## src/rtl/fir_tap_sequencer.sv

```systemverilog
// fir_tap_sequencer: keeps the last TAPS 16-bit samples and streams them newest-to-oldest to the MAC, sign-extended to N bits.
// Latency: tap 0 appears one cycle after the input accept; best case one sample per TAPS+1 cycles.
// Backpressure: taps hold while out_ready is low; in_ready is low for the whole frame. Optional clear port: FIR_TAP_SEQ_CLEAR_EN.
module fir_tap_sequencer #(
  parameter int N    = 32,
  parameter int TAPS = 16,
  localparam int AW  = $clog2(TAPS)
) (
  input  logic                 clk,
  input  logic                 rst_n,
  input  logic                 in_valid,
  output logic                 in_ready,
  input  logic signed [15:0]   in_sample,
  output logic                 out_valid,
  input  logic                 out_ready,
  output logic [N-1:0]         out_data,
  output logic [AW-1:0]        out_tap,
  output logic                 out_first,
  output logic                 out_last,
  output logic                 busy
`ifdef FIR_TAP_SEQ_CLEAR_EN
  ,
  input  logic                 clear
`endif
);

  localparam logic [0:0] IDLE   = 1'b0;
  localparam logic [0:0] STREAM = 1'b1;
  localparam logic [AW-1:0] LAST = AW'(TAPS - 1);

  logic [0:0]        state_q, state_d;
  logic [AW-1:0]     wr_ptr_q, wr_ptr_d;
  logic [AW-1:0]     rd_ptr_q, rd_ptr_d;
  logic [AW-1:0]     cnt_q, cnt_d;
  logic              out_valid_q, out_valid_d;
  logic [N-1:0]      out_data_q, out_data_d;
  logic [AW-1:0]     out_tap_q, out_tap_d;
  logic              out_first_q, out_first_d;
  logic              out_last_q, out_last_d;
  logic signed [15:0] hist_q [TAPS];
  logic              hist_we;
  logic              clear_w;
  logic [AW-1:0]     rd_nxt, cnt_inc, wr_inc;

`ifdef FIR_TAP_SEQ_CLEAR_EN
  assign clear_w = clear;
`else
  assign clear_w = 1'b0;
`endif

  // in_ready is deliberately not gated by clear: a cleared sample is dropped, not refused
  assign in_ready  = rst_n && (state_q == IDLE);
  assign out_valid = out_valid_q;
  assign out_data  = out_data_q;
  assign out_tap   = out_tap_q;
  assign out_first = out_first_q;
  assign out_last  = out_last_q;
  assign busy      = (state_q == STREAM);

  assign rd_nxt  = (rd_ptr_q == '0) ? LAST : rd_ptr_q - 1'b1;
  assign wr_inc  = (wr_ptr_q == LAST) ? '0 : wr_ptr_q + 1'b1;
  assign cnt_inc = cnt_q + 1'b1;

  always_comb begin
    state_d     = state_q;
    wr_ptr_d    = wr_ptr_q;
    rd_ptr_d    = rd_ptr_q;
    cnt_d       = cnt_q;
    out_valid_d = out_valid_q;
    out_data_d  = out_data_q;
    out_tap_d   = out_tap_q;
    out_first_d = out_first_q;
    out_last_d  = out_last_q;
    hist_we     = 1'b0;
    if (clear_w) begin
      state_d     = IDLE;
      wr_ptr_d    = '0;
      rd_ptr_d    = '0;
      cnt_d       = '0;
      out_valid_d = 1'b0;
      out_first_d = 1'b0;
      out_last_d  = 1'b0;
    end else begin
      case (state_q)
        IDLE: begin
          if (in_valid) begin
            // The written sample is not yet in hist_q, so tap 0 comes straight from the input
            hist_we     = 1'b1;
            rd_ptr_d    = wr_ptr_q;
            cnt_d       = '0;
            state_d     = STREAM;
            out_valid_d = 1'b1;
            out_data_d  = N'(in_sample);
            out_tap_d   = '0;
            out_first_d = 1'b1;
            out_last_d  = 1'b0;
          end
        end
        STREAM: begin
          if (out_ready) begin
            if (cnt_q == LAST) begin
              state_d     = IDLE;
              wr_ptr_d    = wr_inc;
              out_valid_d = 1'b0;
              out_first_d = 1'b0;
              out_last_d  = 1'b0;
            end else begin
              cnt_d       = cnt_inc;
              rd_ptr_d    = rd_nxt;
              out_data_d  = N'(hist_q[rd_nxt]);
              out_tap_d   = cnt_inc;
              out_first_d = 1'b0;
              out_last_d  = (cnt_inc == LAST);
            end
          end
        end
        default: state_d = IDLE;
      endcase
    end
  end

  always_ff @(posedge clk) begin
    if (!rst_n) begin
      state_q     <= IDLE;
      wr_ptr_q    <= '0;
      rd_ptr_q    <= '0;
      cnt_q       <= '0;
      out_valid_q <= 1'b0;
      out_data_q  <= '0;
      out_tap_q   <= '0;
      out_first_q <= 1'b0;
      out_last_q  <= 1'b0;
      for (int i = 0; i < TAPS; i++) hist_q[i] <= '0;
    end else begin
      state_q     <= state_d;
      wr_ptr_q    <= wr_ptr_d;
      rd_ptr_q    <= rd_ptr_d;
      cnt_q       <= cnt_d;
      out_valid_q <= out_valid_d;
      out_data_q  <= out_data_d;
      out_tap_q   <= out_tap_d;
      out_first_q <= out_first_d;
      out_last_q  <= out_last_d;
      if (clear_w) begin
        for (int i = 0; i < TAPS; i++) hist_q[i] <= '0;
      end else if (hist_we) begin
        hist_q[wr_ptr_q] <= in_sample;
      end
    end
  end

endmodule

```

## config.mk

```make
export PLATFORM = sky130hd
export DESIGN_NAME = fir_tap_sequencer
export DESIGN_NICKNAME = d
export VERILOG_FILES = /design/src/rtl/fir_tap_sequencer.sv
export SDC_FILE = /design/constraint.sdc
export NUM_CORES = 1
export LEC_CHECK = 0
export ABC_CLOCK_PERIOD_IN_PS = 3800
export CORE_MARGIN = 2
export CORE_UTILIZATION = 45
export CTS_CLUSTER_DIAMETER = 150
export DETAILED_ROUTE_END_ITERATION = 7
export MAX_ROUTING_LAYER = met4
export SKIP_LAST_GASP = 1
export SYNTH_ARGS = -nofsm -noshare
export SYNTH_HDL_FRONTEND = slang
export SYNTH_SLANG_ARGS = --single-unit
```

## constraint.sdc

```tcl
create_clock -name clk -period 3.8 [get_ports clk]
set_input_delay 0.57 -clock clk [delete_from_list [all_inputs] [get_ports clk]]
set_output_delay 0.57 -clock clk [all_outputs]
set_load 0.01 [all_outputs]
```

==> results.py <==
metrics = {
    "timing": {
        "max_freq_mhz": 304,
        "finalSetupTns_ns": 0,
        "min_period_ns": 3.29,
        "hold_viol_final": 0,
        "skew_ns": 0.00769,
        "rsz0062_at_grt": "false",
        "slew_viol_final": 0,
        "min_period_over_period_pct": 86.7,
        "worst_hold_slack_ns": 0.486,
        "relSlewSlack_pct": 20.1,
        "worstMarginPinSlew_ns": 1.20,
        "setup_violations": 0,
    },
    "floorplan": {
        "die_w_um": 176,
        "core_mm2": 0.0295,
        "initial_core_util_pct": 45.4,
        "die_y_um": 176,
        "ios": 61,
        "die_area_mm2": 0.0311,
        "rows": 63,
    },
    "logic_synthesis": {
        "yosysTopAreaCell": "edfxtp_1",
        "synthFlopType": "edfxtp_1",
        "ys_top_cells_by_area": "edfxtp_1, and2_1, mux4_2",
        "synth-async-reset-ratio_pct": 0,
        "ys.warnings.count": 0,
        "synth_fp_nets": 1008,
        "synth_cells": 980,
        "yosysSeqAreaShare_pct": 62.2,
        "synth_edf_count": 256,
        "syn_area_mm2": 0.0134,
        "ys_ff_latch": 288,
        "synth.cells.most_frequent": "and2_1, edfxtp_1, clkbuf_1",
        "synth_top_cell_area_share_pct": 57.4,
        "syn_area_per_cell_um2": 13.7,
        "yosysMostFrequentCell": "and2_1",
        "synth.distinct_cells": 46,
    },
    "power": {
        "ir_drop_v": 0.000311,
        "internal_power_w": 0.00555,
        "powerDensity_mw_per_mm2": 473,
        "total_power_w": 0.00727,
        "seqPwrFrac_pct": 50.5,
        "switchingPower_w": 0.00172,
        "p_leak_nw": 5.44,
        "p_clk_share_pct": 38.5,
        "switching_share_pct": 23.6,
        "combPwrFrac_pct": 11.0,
    },
    "route": {
        "drt_iter0_drc": 832,
        "wl_met1_mm": 15.2,
        "num_vias": 8130,
        "routed_wl_mm": 35.1,
        "routed_via_density": 5.64,
        "post-route-drc-count": 0,
        "post_drt_wl_per_cell_um": 24.4,
        "dr.max_layer_used": "met4",
        "first_pass_iters": 5,
        "drtAntennaViolNets": 0,
        "wl_met2_mm": 16.7,
        "wl_met3_mm": 2.31,
    },
    "place": {
        "io_buffers": 60,
        "dpl-instance-area_mm2": 0.0145,
        "place_hpwl_mm": 22.5,
        "gp_congestion": 0.855,
    },
    "worst_setup_path": {
        "critPathKind": "flip-flop to flip-flop",
        "timing.rr.start": "rd_ptr_q[0]",
        "required_ns": 4.26,
        "cp.arrival_ns": 3.76,
        "crit_fanout": 36,
        "crit_start": "rd_ptr_q[0]",
        "critPathCaptureType": "flip-flop",
        "start_kind": "flip-flop",
    },
    "global_route": {
        "track_usage_pct": 23.9,
        "grt_overflow": 0,
        "grt_max_degree": 40,
        "grt_pass1_wl_mm": 53.0,
        "antenna_found_initial": 0,
        "grt_pass1_vias": 8053,
    },
    "final_layout": {
        "final_layout_size_suffix_gt1_share_pct": 15.6,
        "post-route-util_pct": 52.2,
        "nFillCells": 2472,
        "register_area_mm2": 0.00833,
        "syn_to_final_growth_pct": 14.9,
        "fin_area_mm2": 0.0154,
        "fin_nets": 1056,
        "multi_input_area_mm2": 0.00463,
    },
    "clocking": {
        "cts_made_buffers": 29,
        "cts_max_path_buffers": 3,
        "insertion_delay_ns": 0.55,
        "cts_tree": "yes",
        "path_clk_slew_ns": 0.06,
        "postCtsSetupBuffers": 0,
        "ctsHoldBuffers": 0,
        "htree_levels": 1,
        "cts_sinks": 288,
        "post_cts_resized": 0,
        "cts.root.buffer_cell": "clkbuf_16",
    },
    "min_path": {
        "hp-class": "flip-flop to flip-flop",
        "hp-start": "out_last",
    },
    "job": {
        "drv_cap": 0,
    },
    "outcome": {
        "status": "finished, final reports clean",
    },
}
-- final timing paths --
kind | end | slack [ns] | depth (start not counted)
setup / recovery | out_data[1] | 0.51 | 7
hold / removal | out_last | 0.49 | 2
setup reg to reg | out_data[1] | 0.51 | 7
hold reg to reg | out_last | 0.49 | 2
-- metrics by stage --
stage | cells | worst slack, ns
final | 1442 | 0.506
after global routing | 1441 | 0.171
after CTS | 1441 | 0.540
after detailed placement | 1387 | 0.568
after global placement | 1387 | 0.561
after floorplan | 980 | 0.993
-- layout by cell type, fill, tap and decap left out, types with 29 or more instances in the layout --
cell and n:
a21oi_1 34, and2_1 260, buf_4 43, clkbuf_16 29
clkdlybuf4s50_1 60, dfxtp_1 31, edfxtp_1 256, mux4_2 55
nand2_1 33, nor2_1 34
-- critical path, stage by stage (launching register included) --
cell      delay, ns
dfxtp_4        0.47
buf_4          0.50
nor2_1         0.21
o21ai_0        0.18
and2_1         0.95
nand4_1        0.41
or2_2          0.40
o221ai_1       0.07
-- power by group through the flow --
stage	Combinational, W	Clock [W]	Sequential, W
6_report	0.000798	0.00280	0.00367
5_1_grt	0.000854	0.00297	0.00369
4_1_cts	0.000802	0.00286	0.00367
3_5_place_dp	0.000800	0	0.00374
3_3_place_gp	0.000800	0	0.00373
2_1_floorplan	0.000467	0	0.00372
-- kinds of logic (layout without fill, tap and decap cells) --
family,Yosys count,in the layout,synth area share (%)
compound gates,122,122,5.93
other cells,0,1,0
simple gates,384,384,16.7
flops,288,288,62.2
buf+inv,102,173,3.59
mux,73,73,10.6
fa+ha+maj,8,8,0.748
xor+xnor,3,3,0.196
-- per-layer routing --
metal | vias to the layer above | global-route usage (%)
met5 | - | -
met4 | 0 | 7.33
met3 | 72 | 3.53
met2 | 288 | 37.5
met1 | 4107 | 32.3
li1 | 3663 | -
-- sequential cells by signal, summed over array words and instances, names as in the netlist --
register,cells
out_valid,1
busy,1
out_tap,4
out_last,1
out_first,1
wr_ptr_q,4
rd_ptr_q,4
hist_q,256
out_data,16
-- cell type report --
type                       instances  area share (%)
inverter                          15           0.366
timing repair buffer             104            6.13
clock inverter                     7           0.398
tap                              390            3.17
sequential                       288            54.1
antenna                            1          0.0163
clock buffer                      47            5.68
multi-input combinational        590            30.1
Power figures use the tool's default switching activity.
